[config.mk]
export PLATFORM = sky130hd
export DESIGN_NAME = mem_arbiter_flat
export DESIGN_NICKNAME = d
export VERILOG_FILES = /design/src/rtl/mem_arbiter_if.sv /design/src/rtl/mem_arbiter.sv /design/src/flat_wrapper.sv
export SDC_FILE = /design/constraint.sdc
export NUM_CORES = 1
export LEC_CHECK = 0
export ABC_AREA = 1
export BUFFER_PORTS_ARGS = -buffer_cell sky130_fd_sc_hd__buf_2
export CORE_AREA = 2 2 117 119
export DETAILED_ROUTE_END_ITERATION = 8
export DIE_AREA = 0 0 119 121
export PLACE_DENSITY = 0.73
export SYNTH_ARGS = -nofsm -noshare
export SYNTH_HDL_FRONTEND = slang
export SYNTH_SLANG_ARGS = --single-unit
[constraint.sdc]
create_clock -name clk -period 1.99 [get_ports clk]
set_input_delay 0.2985 -clock clk [delete_from_list [all_inputs] [get_ports clk]]
set_output_delay 0.2985 -clock clk [all_outputs]
set_load 0.03 [all_outputs]
[src/rtl/mem_arbiter_if.sv]
// Bundle of the two requester ports plus the shared-memory side of the arbiter.
// The arbiter connects through the slave modport; requesters and memory model use master.
interface mem_arbiter_if;
   logic        m0_req;
   logic        m0_we;
   logic [31:0] m0_addr;
   logic [31:0] m0_wdata;
   logic        m0_lock;
   logic        m0_gnt;
   logic        m0_rvalid;
   logic [31:0] m0_rdata;

   logic        m1_req;
   logic        m1_we;
   logic [31:0] m1_addr;
   logic [31:0] m1_wdata;
   logic        m1_lock;
   logic        m1_gnt;
   logic        m1_rvalid;
   logic [31:0] m1_rdata;

   logic [31:0] mem_address;
   logic [31:0] mem_data_out;
   logic        mem_we;
   logic [31:0] mem_data_in;

   logic        owner;
   logic        lock_err;

   modport master (
      output m0_req, m0_we, m0_addr, m0_wdata, m0_lock,
      output m1_req, m1_we, m1_addr, m1_wdata, m1_lock,
      output mem_data_in,
      input  m0_gnt, m0_rvalid, m0_rdata,
      input  m1_gnt, m1_rvalid, m1_rdata,
      input  mem_address, mem_data_out, mem_we,
      input  owner, lock_err
   );

   modport slave (
      input  m0_req, m0_we, m0_addr, m0_wdata, m0_lock,
      input  m1_req, m1_we, m1_addr, m1_wdata, m1_lock,
      input  mem_data_in,
      output m0_gnt, m0_rvalid, m0_rdata,
      output m1_gnt, m1_rvalid, m1_rdata,
      output mem_address, mem_data_out, mem_we,
      output owner, lock_err
   );
endinterface

[src/rtl/mem_arbiter.sv]
// Two-requester arbiter for a single-port memory: round-robin grants, optional
// read-modify-write lock per requester with an idle-cycle timeout.
module mem_arbiter #(
   parameter int LOCK_MAX = 16
) (
   input  logic         clk,
   input  logic         resetn,
   mem_arbiter_if.slave bus
);

   localparam int TW = (LOCK_MAX < 1) ? 1 : $clog2(LOCK_MAX + 1);

   typedef enum logic [1:0] {
      IDLE  = 2'd0,
      ISSUE = 2'd1,
      RESP  = 2'd2
   } state_t;

   state_t          state;
   logic            req_we;
   logic            req_lock;
   logic [31:0]     req_addr;
   logic [31:0]     req_wdata;
   logic            owner_q;
   logic            prio;
   logic            lock_active;
   logic [TW-1:0]   lock_timer;
   logic            lock_err_q;
   logic            m0_rvalid_q;
   logic            m1_rvalid_q;

   logic            gnt0;
   logic            gnt1;
   logic            accept;
   logic            owner_req;
   logic            lock_expired;
   logic            sel_we;
   logic            sel_lock;
   logic [31:0]     sel_addr;
   logic [31:0]     sel_wdata;

   assign owner_req    = owner_q ? bus.m1_req : bus.m0_req;
   assign lock_expired = lock_active && (lock_timer == TW'(LOCK_MAX));

   // The cycle in which lock_err is visible is a dead cycle: the lock is being
   // dropped, so nobody is granted and normal arbitration resumes afterwards.
   always_comb begin
      gnt0 = 1'b0;
      gnt1 = 1'b0;
      if (resetn && state == IDLE && !lock_expired) begin
         if (lock_active) begin
            gnt0 = !owner_q && bus.m0_req;
            gnt1 = owner_q && bus.m1_req;
         end else if (bus.m0_req && bus.m1_req) begin
            gnt0 = !prio;
            gnt1 = prio;
         end else begin
            gnt0 = bus.m0_req;
            gnt1 = bus.m1_req;
         end
      end
   end

   assign accept    = gnt0 | gnt1;
   assign sel_we    = gnt1 ? bus.m1_we    : bus.m0_we;
   assign sel_lock  = gnt1 ? bus.m1_lock  : bus.m0_lock;
   assign sel_addr  = gnt1 ? bus.m1_addr  : bus.m0_addr;
   assign sel_wdata = gnt1 ? bus.m1_wdata : bus.m0_wdata;

   always_ff @(posedge clk or negedge resetn) begin
      if (!resetn) begin
         state       <= IDLE;
         req_we      <= 1'b0;
         req_lock    <= 1'b0;
         req_addr    <= '0;
         req_wdata   <= '0;
         owner_q     <= 1'b0;
         prio        <= 1'b0;
         lock_active <= 1'b0;
         lock_timer  <= '0;
         lock_err_q  <= 1'b0;
         m0_rvalid_q <= 1'b0;
         m1_rvalid_q <= 1'b0;
      end else begin
         lock_err_q  <= 1'b0;
         m0_rvalid_q <= 1'b0;
         m1_rvalid_q <= 1'b0;
         case (state)
            IDLE: begin
               if (accept) begin
                  state      <= ISSUE;
                  req_we     <= sel_we;
                  req_lock   <= sel_lock;
                  req_addr   <= sel_addr;
                  req_wdata  <= sel_wdata;
                  owner_q    <= gnt1;
                  prio       <= ~gnt1;
                  lock_timer <= '0;
                  if (sel_lock) begin
                     lock_active <= 1'b1;
                  end
               end else if (lock_expired) begin
                  lock_active <= 1'b0;
                  lock_timer  <= '0;
               end else if (lock_active && !owner_req) begin
                  if (lock_timer == TW'(LOCK_MAX - 1)) begin
                     lock_err_q <= 1'b1;
                  end
                  lock_timer <= lock_timer + TW'(1);
               end
            end
            ISSUE: begin
               state       <= RESP;
               m0_rvalid_q <= !owner_q;
               m1_rvalid_q <= owner_q;
            end
            RESP: begin
               // An owner access without lock releases the port once it completes.
               state       <= IDLE;
               lock_active <= req_lock;
               lock_timer  <= '0;
            end
            default: begin
               state <= IDLE;
            end
         endcase
      end
   end

   assign bus.m0_gnt       = gnt0;
   assign bus.m1_gnt       = gnt1;
   assign bus.m0_rvalid    = m0_rvalid_q;
   assign bus.m1_rvalid    = m1_rvalid_q;
   assign bus.m0_rdata     = m0_rvalid_q ? bus.mem_data_in : 32'd0;
   assign bus.m1_rdata     = m1_rvalid_q ? bus.mem_data_in : 32'd0;
   assign bus.mem_address  = req_addr;
   assign bus.mem_data_out = req_wdata;
   assign bus.mem_we       = (state == ISSUE) && req_we;
   assign bus.owner        = owner_q;
   assign bus.lock_err     = lock_err_q;

endmodule

[src/flat_wrapper.sv]
// flat-port wrapper written by rule: the top's interface ports become plain ports
module mem_arbiter_flat 
#(
   parameter int LOCK_MAX = 16
)
  (clk, resetn, bus_m0_req, bus_m0_we, bus_m0_addr, bus_m0_wdata, bus_m0_lock, bus_m1_req, bus_m1_we, bus_m1_addr, bus_m1_wdata, bus_m1_lock, bus_mem_data_in, bus_m0_gnt, bus_m0_rvalid, bus_m0_rdata, bus_m1_gnt, bus_m1_rvalid, bus_m1_rdata, bus_mem_address, bus_mem_data_out, bus_mem_we, bus_owner, bus_lock_err);
  mem_arbiter_if bus_i ();
  input  logic clk;
  input  logic resetn;
  input wire logic [$bits(bus_i.m0_req)-1:0] bus_m0_req;
  input wire logic [$bits(bus_i.m0_we)-1:0] bus_m0_we;
  input wire logic [$bits(bus_i.m0_addr)-1:0] bus_m0_addr;
  input wire logic [$bits(bus_i.m0_wdata)-1:0] bus_m0_wdata;
  input wire logic [$bits(bus_i.m0_lock)-1:0] bus_m0_lock;
  input wire logic [$bits(bus_i.m1_req)-1:0] bus_m1_req;
  input wire logic [$bits(bus_i.m1_we)-1:0] bus_m1_we;
  input wire logic [$bits(bus_i.m1_addr)-1:0] bus_m1_addr;
  input wire logic [$bits(bus_i.m1_wdata)-1:0] bus_m1_wdata;
  input wire logic [$bits(bus_i.m1_lock)-1:0] bus_m1_lock;
  input wire logic [$bits(bus_i.mem_data_in)-1:0] bus_mem_data_in;
  output wire logic [$bits(bus_i.m0_gnt)-1:0] bus_m0_gnt;
  output wire logic [$bits(bus_i.m0_rvalid)-1:0] bus_m0_rvalid;
  output wire logic [$bits(bus_i.m0_rdata)-1:0] bus_m0_rdata;
  output wire logic [$bits(bus_i.m1_gnt)-1:0] bus_m1_gnt;
  output wire logic [$bits(bus_i.m1_rvalid)-1:0] bus_m1_rvalid;
  output wire logic [$bits(bus_i.m1_rdata)-1:0] bus_m1_rdata;
  output wire logic [$bits(bus_i.mem_address)-1:0] bus_mem_address;
  output wire logic [$bits(bus_i.mem_data_out)-1:0] bus_mem_data_out;
  output wire logic [$bits(bus_i.mem_we)-1:0] bus_mem_we;
  output wire logic [$bits(bus_i.owner)-1:0] bus_owner;
  output wire logic [$bits(bus_i.lock_err)-1:0] bus_lock_err;
  assign bus_i.m0_req = bus_m0_req;
  assign bus_i.m0_we = bus_m0_we;
  assign bus_i.m0_addr = bus_m0_addr;
  assign bus_i.m0_wdata = bus_m0_wdata;
  assign bus_i.m0_lock = bus_m0_lock;
  assign bus_i.m1_req = bus_m1_req;
  assign bus_i.m1_we = bus_m1_we;
  assign bus_i.m1_addr = bus_m1_addr;
  assign bus_i.m1_wdata = bus_m1_wdata;
  assign bus_i.m1_lock = bus_m1_lock;
  assign bus_i.mem_data_in = bus_mem_data_in;
  assign bus_m0_gnt = bus_i.m0_gnt;
  assign bus_m0_rvalid = bus_i.m0_rvalid;
  assign bus_m0_rdata = bus_i.m0_rdata;
  assign bus_m1_gnt = bus_i.m1_gnt;
  assign bus_m1_rvalid = bus_i.m1_rvalid;
  assign bus_m1_rdata = bus_i.m1_rdata;
  assign bus_mem_address = bus_i.mem_address;
  assign bus_mem_data_out = bus_i.mem_data_out;
  assign bus_mem_we = bus_i.mem_we;
  assign bus_owner = bus_i.owner;
  assign bus_lock_err = bus_i.lock_err;
  mem_arbiter #(.LOCK_MAX(LOCK_MAX)) u_core (.clk(clk), .resetn(resetn), .bus(bus_i));
endmodule
# Word-level counts from Yosys, hierarchy flattened
# Index checks and enable logic that the tools add are counted.
[totals]
ff_bits = 79
[op_classes]
addsub = 1
eq_ne = 8
muxes = 30
bitwise_logic = 2
reduce_logical = 17
[op_table]
columns = ["op", "n"]
rows = [
  ["2-to-1 mux 32 bit", 4],
  ["2-to-1 mux 1 bit", 19],
  ["2-to-1 mux 5 bit", 3],
  ["case mux 5 bit (2 select lines)", 1],
  ["logical AND 1 bit", 8],
  ["adder 5 x 1 -> 5 bit (second input constant)", 1],
  ["== test 5 x 4 -> 1 bit (second input constant)", 1],
  ["== test 5 bit (second input constant)", 1],
  ["logical NOT 1 bit", 4],
  ["inequality test 4 x 2 -> 1 bit (second input constant)", 1],
  ["case mux 2 bit (2 select lines)", 1],
  ["AND reduction 2 bit", 2],
  ["inequality test 3 x 1 -> 1 bit (second input constant)", 1],
  ["inequality test 3 bit (second input constant)", 1],
  ["AND reduction 3 bit", 1],
  ["== test 2 x 1 -> 1 bit (second input constant)", 1],
  ["== test 2 bit (second input constant)", 1],
  ["logical NOT 2 bit", 1],
  ["2-to-1 mux 2 bit", 1],
  ["inequality test 2 x 1 -> 1 bit (second input constant)", 1],
  ["case mux 1 bit (2 select lines)", 1],
  ["nonzero test 2 bit", 1],
  ["NOT 1 bit", 1],
  ["bitwise OR 1 bit", 1],
]

# Depth between registers and ports, before layout
[logic_depth]
depth_word = 9
ltp_mapped = 10

# Least setup slack after synthesis
# No wires, ideal clock.
[synth_timing]
path_type = "flip-flop to output port"
from = "reg u_core.owner_q, in the netlist u_core.bus.owner"
to = "out bus_m0_gnt"
t_arrival_ns = 1.254
slack_ns = 0.437
path_stages_with_launch = 7
cell_sequence = "dfrtp_1 nand2_1 nand2_1 nor2_4 nand3_2 inv_2 buf_2"
[synth_between]
elab_chain_cells = 4
[synth_lines]
columns = ["item", "line_no", "text"]
rows = [
  ["start: declaration", "mem_arbiter.sv:24", "logic owner_q;"],
  ["start signal: assignment", "mem_arbiter.sv:96", "owner_q <= gnt1;"],
  ["logical NOT 1 bit", "mem_arbiter.sv:52", "gnt0 = !owner_q && bus.m0_req;"],
  ["logical AND 1 bit", "mem_arbiter.sv:52", ""],
  ["2-to-1 mux 1 bit", "mem_arbiter.sv:51", "if (lock_active) begin"],
  ["2-to-1 mux 1 bit", "mem_arbiter.sv:50", "if (resetn && state == IDLE && !lock_expired) begin"],
  ["end: declaration", "flat_wrapper.sv:21", "output wire logic [$bits(bus_i.m0_gnt)-1:0] bus_m0_gnt;"],
]
# No other way between the ends.

# Worst setup path in the final report
[layout_timing]
from = "in resetn"
to = "out bus_m1_gnt"
[layout_between]
elab_chain_cells = 3
[layout_lines]
columns = ["item", "line_no", "text"]
rows = [
  ["start: declaration", "flat_wrapper.sv:9", "input logic resetn;"],
  ["logical AND 1 bit (2 in a row)", "mem_arbiter.sv:50", ""],
  ["2-to-1 mux 1 bit", "mem_arbiter.sv:50", ""],
  ["end: declaration", "flat_wrapper.sv:24", "output wire logic [$bits(bus_i.m1_gnt)-1:0] bus_m1_gnt;"],
]
# No other way between the ends.

==> metrics <==
Ports 303; count of state elements after synthesis 79; Clock transition at path regs 0.06 ns; Sink Count 79; Post-synth EDFFs 0; number of distinct library cells after synthesis 27; Worst-Skew Late Latency 0.33 ns; MaxCap Viol Count 0; Slew Viols, Final 0; share of the synthesized area in the top cell type 47.2%; P&R area growth vs syn 45.9%; crit-path leading delay family buffers and inverters; Hold Crit Class input port to register; mean routed wirelength per cell 13.0 µm; asr flop ratio synth 100%; Syn Std Cell Area 0.00419 mm²; main flop type after synthesis dfrtp_1; most common cell in the synthesized netlist nand2_1; register-to-register setup slack 0.33 ns; routed vias/inst 4.37; Port Buffers 302; Routed Antenna Nets 0; drt drc 0; Syn Nets 757; WS Path Type input port to output port; CP endpoint kind output port; Top cell by count, worst path buf_4; critical path fanouts, max 5; share of layout cells above drive strength 1 38.3%; Final Hold Fails 0; total power 9.40 mW; Final nets 1054; Pre-antenna DRT Iters 4; grt ovf 0; Pwr per Cell Area 1540 mW/mm²; die width 119 µm; min Tclk post-route 1.90 ns; Leak 3.96 nW; fmax 525 MHz; WL final 13800 µm; clk buf depth 2; die area 0.0144 mm²; Synth area leader dfrtp_1; crit path cell chain dlygate4sd3_1 -> buf_4 -> nand2_1 -> inv_1 -> nand3_2 -> inv_2 -> buf_4; Site Rows 42; Core Region 0.0131 mm²; DP HPWL 10900 µm; Avg Cell Area, Syn 7.15 µm²; ant diodes 0; Layout Skew 0.00504 ns; Max VDD drop 0.812 mV; WP data required 1.69 ns; WP buf/inv 5; via count of the first global-routing pass 4253; slowest stage delay, CP 0.53 ns; Yosys warning count 0; status finished, final reports clean; post-synthesis sequential area ratio 47.2%; Syn Inst Count 586; total CTS buffers 9; CTS Root Cell clkbuf_16; Critical Path Slowest Stage Cell dlygate4sd3_1; Die Y 121 µm; global placer's final weighted congestion 0.817; Arrival @ worst endpoint 1.61 ns; fin util 46.7%; Synth area leaders dfrtp_1 47%, nand2_1 26%, nand3_1 9.1%; Initial Utilization 32.0%; pin count of the biggest net entering global routing 43; endpoints failing setup 0; total number of vias 4646; H-tree depth 3; Slew @ Worst Pin 0.552 ns; relative slew slack 63.2%; Total Routing Usage GR 18.8%; first-pass GRT wire length 21500 µm; fin crit share 95.7%; most frequent cells after synthesis 285 x nand2_1, 79 x dfrtp_1, 78 x inv_1, 76 x nand3_1, 13 x nor2_1; worst hold slack 0.180 ns; Worst setup SP type input port; CTS tree done; initial antenna violation count 1; initial drt markers 189
[worst register-to-register path, cell delays in order (launching register included)]
cell and delay, ns:
dfrtp_1 0.40, inv_1 0.06, ha_1 0.20, nand3_2 0.15
nand3_2 0.14, inv_2 0.11, buf_4 0.32, nand2_1 0.13
nand3_1 0.09
[flip-flops by register name, summed over array words and instances, names as in the netlist]
name / cells
u_core.bus.lock_err: 1
u_core.bus.m0_rvalid: 1
u_core.bus.m1_rvalid: 1
u_core.bus.mem_address: 32
u_core.bus.mem_data_out: 32
u_core.bus.owner: 1
u_core.lock_active: 1
u_core.lock_timer: 5
u_core.prio: 1
u_core.req_lock: 1
u_core.req_we: 1
u_core.state: 2
[metal layers]
metal,routed length (µm),global-route usage [%],vias up,share of wire (%)
li1,-,-,2352,-
met1,5610,22.4,2085,41
met2,7070,34.2,197,51
met3,943,4.04,12,6.8
met5,0,0,-,0
met4,187,5.36,0,1.4
[final timing paths]
path	depth (start not counted)	endpoint	from
setup / recovery	7	bus_m1_gnt	resetn
hold / removal	3	u_core.bus.mem_data_out[14]	bus_m0_wdata[14]
setup reg to reg	8	u_core.bus.mem_data_out[24]	u_core.lock_timer[1]
hold reg to reg	2	u_core.bus.mem_data_out[4]	u_core.bus.mem_data_out[4]
max in group asynchronous	3	u_core.bus.mem_data_out[15]	resetn
min in group asynchronous	2	u_core.bus.mem_address[16]	resetn
[area by class of cell]
type | instances | area [µm²]
fill | 1344 | 6970
sequential | 79 | 1980
multi-input combinational | 398 | 1710
timing repair buffer | 314 | 1640
inverter | 81 | 304
clock buffer | 10 | 229
tap | 176 | 220
clock inverter | 6 | 37.5
[cells in the final DEF, fill, tap and decap left out, types with 2 or more instances in the layout]
cell type	count
buf_12	2
buf_2	299
buf_4	12
clkbuf_16	9
clkinv_2	3
clkinvlp_4	3
dfrtp_1	79
ha_1	3
inv_1	78
inv_2	2
nand2_1	285
nand2_2	2
nand3_1	76
nand3_2	3
nand4_1	2
nor2_1	13
nor2_2	2
o211ai_1	2
[logic make-up after synthesis]
| kind of cell | share of synthesized area, % |
|---|---|
| compound gates | 1.17 |
| xor+xnor | 0.418 |
| fa+ha+maj | 0.896 |
| buf+inv | 12.0 |
| flops | 47.2 |
| simple gates | 38.3 |
[what timing repair did]
action                                 in CTS  in global routing
buffers inserted                            0                  1
endpoints found under the hold margin       2                  0
setup endpoints to repair                   0                  2
gates resized for setup                     0                  4
hold buffers                                1                  0
[per-stage QoR]
| step | cell area [µm²] | TNS (ns) | worst slack [ns] | instances |
|---|---|---|---|---|
| final | 6110 | 0 | 0.0857 | 1064 |
| after global routing | 6110 | -0.00136 | -0.00136 | 1064 |
| after CTS | 6100 | 0 | 0.0264 | 1063 |
| after detailed placement | 5820 | 0 | 0.317 | 1046 |
| after global placement | 5820 | 0 | 0.362 | 1046 |
| after floorplan | 4190 | 0 | 0.437 | 586 |
[power by group]
| part | leakage (nW) | switching (mW) | internal (mW) | total, mW |
|---|---|---|---|---|
| Clock | 0.124 | 0.657 | 0.838 | 1.50 |
| Sequential | 0.975 | 0.425 | 2.37 | 2.80 |
| Combinational | 2.86 | 3.63 | 1.48 | 5.11 |
| Total | 3.96 | 4.71 | 4.69 | 9.40 |
(Power assumes the default switching activity.)
